<file path="src/rtl/mrv32_pkg.sv">
// Shared types for the mrv32 branch predictor: branch-select codes, table
// update operations and the table entry layout.
package mrv32_pkg;

   typedef enum logic [1:0] {
      BR_NONE = 2'b00,
      BR_JUMP = 2'b01,
      BR_EQZ  = 2'b10,
      BR_NEZ  = 2'b11
   } br_sel_e;

   typedef enum logic [1:0] {
      UPD_COND_T  = 2'b00,
      UPD_COND_NT = 2'b01,
      UPD_JUMP    = 2'b10,
      UPD_INVAL   = 2'b11
   } upd_op_e;

   localparam int CTR_W_MAX = 4;
   localparam int TAG_W_MAX = 32;

   // Fields are sized for the largest legal configuration; narrower tables
   // return their contents zero-extended.
   typedef struct packed {
      logic                 valid;
      logic [CTR_W_MAX-1:0] ctr;
      logic [TAG_W_MAX-1:0] tag;
      logic [29:0]          target;
   } bpred_entry_t;

endpackage

</file>
<file path="src/rtl/mrv32_bpred_table.sv">
// Predictor storage: one asynchronous read port for fetch lookup and one
// update port that applies the counter/allocation rules at the resolve index.
module mrv32_bpred_table
   import mrv32_pkg::*;
#(
   parameter int ENTRIES = 64,
   parameter int CTR_W   = 2,
   parameter int TAG_W   = 8,
   parameter int IDX_W   = 6
) (
   input  logic               clk,
   input  logic               rst_n,
   input  logic [IDX_W-1:0]   rd_idx,
   output bpred_entry_t       rd_entry,
   input  logic               upd_valid,
   input  upd_op_e            upd_op,
   input  logic [IDX_W-1:0]   upd_idx,
   input  logic [TAG_W-1:0]   upd_tag,
   input  logic [29:0]        upd_target
);

   localparam logic [CTR_W-1:0] CTR_MAX = {CTR_W{1'b1}};
   localparam logic [CTR_W-1:0] WEAK_T  = CTR_W'(1) << (CTR_W - 1);
   localparam logic [CTR_W-1:0] WEAK_NT = WEAK_T - CTR_W'(1);

   logic             valid_q [ENTRIES];
   logic [CTR_W-1:0] ctr_q   [ENTRIES];
   logic [TAG_W-1:0] tag_q   [ENTRIES];
   logic [29:0]      tgt_q   [ENTRIES];

   logic             hit;
   logic [CTR_W-1:0] cur;
   logic             valid_we, ctr_we, meta_we, valid_nxt;
   logic [CTR_W-1:0] ctr_nxt;

   always_comb begin
      rd_entry        = '0;
      rd_entry.valid  = valid_q[rd_idx];
      rd_entry.ctr    = CTR_W_MAX'(ctr_q[rd_idx]);
      rd_entry.tag    = TAG_W_MAX'(tag_q[rd_idx]);
      rd_entry.target = tgt_q[rd_idx];
   end

   assign hit = valid_q[upd_idx] && (tag_q[upd_idx] == upd_tag);
   assign cur = ctr_q[upd_idx];

   always_comb begin
      valid_we  = 1'b0;
      ctr_we    = 1'b0;
      meta_we   = 1'b0;
      valid_nxt = 1'b1;
      ctr_nxt   = cur;
      if (upd_valid) begin
         case (upd_op)
            UPD_JUMP: begin
               valid_we = 1'b1;
               ctr_we   = 1'b1;
               meta_we  = 1'b1;
               ctr_nxt  = CTR_MAX;
            end
            UPD_COND_T: begin
               valid_we = 1'b1;
               ctr_we   = 1'b1;
               meta_we  = 1'b1;
               // A fresh allocation starts weakly taken.
               if (!hit)                ctr_nxt = WEAK_T;
               else if (cur != CTR_MAX) ctr_nxt = cur + CTR_W'(1);
            end
            UPD_COND_NT: begin
               ctr_we = hit;
               if (cur != '0) ctr_nxt = cur - CTR_W'(1);
            end
            UPD_INVAL: begin
               valid_we  = hit;
               valid_nxt = 1'b0;
            end
            default: ;
         endcase
      end
   end

   always_ff @(posedge clk or negedge rst_n) begin
      if (!rst_n) begin
         for (int i = 0; i < ENTRIES; i++) begin
            valid_q[i] <= 1'b0;
            ctr_q[i]   <= WEAK_NT;
         end
      end else begin
         if (valid_we) valid_q[upd_idx] <= valid_nxt;
         if (ctr_we)   ctr_q[upd_idx]   <= ctr_nxt;
      end
   end

   always_ff @(posedge clk) begin
      if (meta_we) begin
         tag_q[upd_idx] <= upd_tag;
         tgt_q[upd_idx] <= upd_target;
      end
   end

endmodule

</file>
<file path="src/rtl/mrv32_bpred.sv">
// Branch predictor and resolver: combinational fetch lookup, branch outcome
// resolution, registered mispredict redirect and saturating perf counters.
module mrv32_bpred
   import mrv32_pkg::*;
#(
   parameter int ENTRIES = 64,
   parameter int CTR_W   = 2,
   parameter int TAG_W   = 8
) (
   input  logic        clk,
   input  logic        rst_n,
   input  logic        if_valid,
   input  logic [31:0] if_pc,
   output logic        if_pred_taken,
   output logic [31:0] if_pred_target,
   input  logic        rs_valid,
   input  logic [31:0] rs_pc,
   input  logic [1:0]  rs_br_sel,
   input  logic [31:0] rs_alu_result,
   input  logic [31:0] rs_target,
   input  logic        rs_pred_taken,
   input  logic [31:0] rs_pred_target,
   output logic        take_branch,
   output logic        redirect_valid,
   output logic [31:0] redirect_pc,
   output logic [31:0] perf_branches,
   output logic [31:0] perf_mispredicts
);

   localparam int IDX_W = $clog2(ENTRIES);
   localparam int TAG_HI = IDX_W + TAG_W + 1;
   localparam logic [CTR_W_MAX-1:0] CTR_HALF = CTR_W_MAX'(1 << (CTR_W - 1));

   br_sel_e      br;
   bpred_entry_t rd_entry;
   logic         is_branch, mispredict, upd_valid;
   upd_op_e      upd_op;
   logic [31:0]  fix_pc;
   logic [TAG_W-1:0] if_tag;
   logic         unused_bits;

   assign br     = br_sel_e'(rs_br_sel);
   assign if_tag = if_pc[TAG_HI:IDX_W+2];

   assign unused_bits = ^{if_pc[31:TAG_HI+1], if_pc[1:0],
                          rs_pc[31:TAG_HI+1], rs_pc[1:0]};

   mrv32_bpred_table #(
      .ENTRIES (ENTRIES),
      .CTR_W   (CTR_W),
      .TAG_W   (TAG_W),
      .IDX_W   (IDX_W)
   ) u_table (
      .clk        (clk),
      .rst_n      (rst_n),
      .rd_idx     (if_pc[IDX_W+1:2]),
      .rd_entry   (rd_entry),
      .upd_valid  (upd_valid),
      .upd_op     (upd_op),
      .upd_idx    (rs_pc[IDX_W+1:2]),
      .upd_tag    (rs_pc[TAG_HI:IDX_W+2]),
      .upd_target (rs_target[31:2])
   );

   assign if_pred_taken  = if_valid && rd_entry.valid &&
                           (rd_entry.tag == TAG_W_MAX'(if_tag)) &&
                           (rd_entry.ctr >= CTR_HALF);
   assign if_pred_target = {rd_entry.target, 2'b00};

   always_comb begin
      take_branch = 1'b0;
      if (rs_valid) begin
         case (br)
            BR_JUMP: take_branch = 1'b1;
            BR_EQZ:  take_branch = (rs_alu_result == 32'd0);
            BR_NEZ:  take_branch = (rs_alu_result != 32'd0);
            default: take_branch = 1'b0;
         endcase
      end
   end

   assign is_branch = rs_valid && (br != BR_NONE);
   assign fix_pc    = take_branch ? rs_target : (rs_pc + 32'd4);

   always_comb begin
      mispredict = 1'b0;
      upd_valid  = 1'b0;
      upd_op     = UPD_COND_NT;
      if (is_branch) begin
         mispredict = (take_branch != rs_pred_taken) ||
                      (take_branch && rs_pred_taken && (rs_target != rs_pred_target));
         upd_valid  = 1'b1;
         if (br == BR_JUMP)    upd_op = UPD_JUMP;
         else if (take_branch) upd_op = UPD_COND_T;
         else                  upd_op = UPD_COND_NT;
      end else if (rs_valid && rs_pred_taken) begin
         // Predicted taken on a non-branch: the entry aliased, so drop it.
         mispredict = 1'b1;
         upd_valid  = 1'b1;
         upd_op     = UPD_INVAL;
      end
   end

   always_ff @(posedge clk or negedge rst_n) begin
      if (!rst_n) begin
         redirect_valid   <= 1'b0;
         redirect_pc      <= 32'd0;
         perf_branches    <= 32'd0;
         perf_mispredicts <= 32'd0;
      end else begin
         redirect_valid <= mispredict;
         if (mispredict) redirect_pc <= fix_pc;
         if (is_branch && (perf_branches != 32'hFFFF_FFFF))
            perf_branches <= perf_branches + 32'd1;
         if (mispredict && (perf_mispredicts != 32'hFFFF_FFFF))
            perf_mispredicts <= perf_mispredicts + 32'd1;
      end
   end

endmodule
</file>
<file path="config.mk">
export PLATFORM = sky130hd
export DESIGN_NAME = mrv32_bpred
export DESIGN_NICKNAME = d
export VERILOG_FILES = /design/src/rtl/mrv32_pkg.sv /design/src/rtl/mrv32_bpred_table.sv /design/src/rtl/mrv32_bpred.sv
export SDC_FILE = /design/constraint.sdc
export NUM_CORES = 2
export LEC_CHECK = 0
export CAP_MARGIN = 20
export CORE_ASPECT_RATIO = 0.75
export CORE_MARGIN = 2
export CORE_UTILIZATION = 30
export DETAILED_ROUTE_END_ITERATION = 10
export PLACE_DENSITY = 0.43
export SLEW_MARGIN = 10
export SYNTH_ARGS = -nofsm -noshare
export SYNTH_HDL_FRONTEND = slang
export SYNTH_HIERARCHICAL = 1
export SYNTH_SLANG_ARGS = --single-unit
</file>
<file path="constraint.sdc">
create_clock -name clk -period 9.8 [get_ports clk]
set_input_delay 2.94 -clock clk [delete_from_list [all_inputs] [get_ports clk]]
set_output_delay 2.94 -clock clk [all_outputs]
set_load 0.01 [all_outputs]
</file>
* After elaboration in Yosys (flattened, before gate mapping) *
Memories as Yosys holds them, arrays and structs flattened.
Cells that the tools add are included.

operators by class
  add/subtract/negate cells = 5
  $mul = 0
  div/mod/pow operators = 0
  magnitude comparators = 4
  equality and inequality tests = 13
  shift operators = 0
  mux-type cells = 43
  bitwise gates (word level) = 2
  reductions and logical operators = 18

operator list
  kind                     number
  $bwmux W128              1
  $add A32 B1 Y32 const B  2
  $bwmux W64               1
  $ne A32 B32 Y1 const B   2
  $add A32 B3 Y32 const B  1
  $logic_not A32 Y1        1
  $mux W32                 1
  $ne A32 B32 Y1           1
  $reduce_bool A32 Y1      1
  $bmux W2 S6              2
  $mux W2                  12
  $mux W1                  18
  $eq A8 B8 Y1             2
  $ge A7 B7 Y1 const B     2
  $not A6 Y7               2
  $bmux W1 S6              2
  $demux W2 S6             1
  $logic_and A1 B1 Y1      11
  $eq A2 B2 Y1 const B     4
  $lt A7 B1 Y1 const B     1
  $demux W1 S6             1
  $pmux W2 S3              1
  $eq A2 B1 Y1 const B     2
  $pmux W1 S2              2
  10 further kinds         11

storage, ports and cells
  bits in registers = 289
  latch bits = 0
  memory bits (writable) = 2432
  bits in read-only memories = 0
  bits of input ports = 167
  output and inout port bits = 131
  word-level logic and storage cells = 219
  memories = 2

memories
  name           depth  width  read ports  clocked after Yosys merged registers in  wr ports  RTL line                 text
  u_table.tgt_q  64     30     1           0                                        1         mrv32_bpred_table.sv:29  logic [29:0] tgt_q [ENTRIES];
  u_table.tag_q  64     8      2           0                                        1         mrv32_bpred_table.sv:28  logic [TAG_W-1:0] tag_q [ENTRIES];

* Longest topological paths before layout *
  depth after elaboration = 12
  gate-level depth with buffers = 17
  mapped depth without buffers = 10

* Cells and area by module *
Netlist, hierarchy kept.

by module, submodules not included
  module             times used  cells an instance  area each (um^2)  seq. area each (um^2)
  mrv32_bpred_table  1           5042               108211.3          77914.7
  mrv32_bpred        1           615                5859.4            2427.3

* Least setup slack after synthesis *
No wires, ideal clock.

  path type = input port to output port
  start point = in if_pc[2]
  end point = out if_pred_taken
  data arrival time = 6.739 ns
  data required time = 6.860 ns
  path slack = 0.121 ns
  stages on the path = 12
  buffers on the path = 4
  cells stage by stage = clkbuf_1 -> clkbuf_1 -> buf_1 -> buf_1 -> mux4_2 -> mux4_2 -> mux2i_1 -> o21ai_0 -> xor2_1 -> nor4_1 -> o311ai_0 -> nor4_1

RTL lines
  element             RTL line           text
  start: declaration  mrv32_bpred.sv:13  input logic [31:0] if_pc,
  end: declaration    mrv32_bpred.sv:14  output logic if_pred_taken,

==> flow_summary.ini <==
[status]
status = completed

[global_route]
grt_pass1_vias = 63089
antenna_found_initial = 35
grt_max_degree = 159
grt_usage_pct = 21.5
grt_pass1_wl_um = 565000
grt-ovfl-total = 0

[power]
p_total_w = 0.0262
vdd_drop_max_mv = 0.148
power_density_mw_per_mm2 = 195
leakage_nw = 43.4

[clock_network]
cts_buffers = 300
clkTransAtPathRegs_ns = 0.05
clockBufferDepth = 4
postCtsHoldBufs = 0
insertion_delay_ns = 0.92
htreeDepth = 5
tritoncts = built
cts_sinks = 2721
root_buffer = clkbuf_16

[die]
core-area_mm2 = 0.377
io_pins = 298
start_util_pct = 30.2
die_w_um = 715
die_y_um = 537
fp-row-count = 195
die-area_mm2 = 0.384

[timing]
fin_crit_sh_pct = 99.1
slew_headroom_pct = 14.5
setup_tns_ns = 0
drv_slew = 0
rsz0062_at_grt = false
setup_viol = 0
hold_viol = 0
tightest_slew_ns = 1.28
period_minus_slack_ns = 9.71
timing.fmax_mhz = 103
finalClockSkew_ns = 0.0410
hold-worst-slack_ns = 0.489
setup_ws_ns = 0.0892

[layout]
area_growth_pct = 18.6
fillers = 34913
regArea_mm2 = 0.0803
final_cell_mix = edfxtp_1 (2432), mux4_2 (903), clkbuf_16 (303), buf_4 (303), clkdlybuf4s50_1 (226)
layout_commonest_cell = edfxtp_1
layout.nets = 6391
multiInputGateArea_mm2 = 0.0320
drive_above_1_share_pct = 32.2

[min_path]
min_path_type = register to register

[route]
drt_iter0_drc = 7958
drc = 0
dr.pass1.iters = 5
routed_wl_um = 420000
drtAntennaViolNets = 0
routedWlPerCell_um = 36.6
vias_per_cell = 5.53
via_count = 63487

[yosys]
syn_avg_cell_area_um2 = 20.2
ys_warn_count = 6
syn_area_mm2 = 0.114
syn_inst = 5636

[critical_path]
worst-path-max-fanout = 16
crit_arrival_ns = 6.77
start_kind = input port
cp.required_ns = 6.86
endpoint_kind = output pin
path_class = input port to output pin

[placed_design]
post-place-ws_ns = -0.223
numPortBuffers = 277
routabilityCongestion = 0.857
dp_hpwl_um = 259000

[flow_run]
maxCapViolCount = 0
[worst max-delay path, stage by stage]
cell and delay [ns]:
buf_8 0.17, buf_12 0.21, buf_12 0.21, mux4_2 0.55
mux4_2 0.54, mux4_2 0.62, xor2_1 0.23, nor4_2 0.21
o311ai_1 0.20, nor4_1 0.31, buf_2 0.25, buf_4 0.12
buf_4 0.10
[state kept, by name, summed over array words and instances (netlist names)]
register and count:
u_table/tgt_q 1920, perf_mispredicts 32, u_table/valid_q 64, redirect_pc 32, u_table/ctr_q 128, u_table/tag_q 512, perf_branches 32, redirect_valid 1
[what timing repair did]
item	CTS	global route
endpoints found under the setup margin	1	0
setup buffers	0	0
gates resized for setup	3	0
[final timing paths]
kind                                      start            endpoint  slack (ns)  depth (start not counted)
max                                    if_pc[2]       if_pred_taken        0.09                         13
max reg2reg                u_table/tag_q[52][7]   u_table/ctr_q[69]        4.94                         12
min in group asynchronous                 rst_n    perf_branches[4]        2.00                          1
min reg2reg                   perf_branches[29]   perf_branches[29]        0.49                          1
min                           perf_branches[29]   perf_branches[29]        0.49                          1
max in group asynchronous                 rst_n  u_table/valid_q[8]        6.37                          2
[per-layer routing]
metal  part of all wire (%)  up-vias  wire [µm]  track usage [%]
met5                  0.011        -         45                0
met2                     43     2745     183000             31.9
li1                       -    24781          -                -
met1                     45    35453     191000             31.8
met4                    2.4        8      10200             5.15
met3                    8.7      500      36400             5.17
[power breakdown]
| group | leakage, nW | internal, W | switching (W) | total, W |
|---|---|---|---|---|
| logic | 13.2 | 0.000848 | 0.00118 | 0.00203 |
| registers | 25.4 | 0.0128 | 0.000108 | 0.0129 |
| clock network | 4.70 | 0.00645 | 0.00486 | 0.0113 |
[through the flow]
stage / area (µm²) / util (%) / instances
after floorplan: 114000 / - / 5662
after global placement: 125000 / 33.2 / 10933
after detailed placement: 125000 / 33.2 / 10940
after CTS: 135000 / 35.8 / 11467
after global routing: 135000 / 35.8 / 11469
final: 135000 / 35.8 / 11487
[cell type report]
class / count / area share (%)
multi-input combinational: 2506 / 23.7
antenna: 19 / 0.0353
inverter: 38 / 0.107
clock inverter: 158 / 1.33
timing repair buffer: 653 / 4.68
clock buffer: 369 / 5.84
sequential: 2721 / 59.6
tap: 5023 / 4.66
Note: power is estimated with default switching activity, not from simulation.
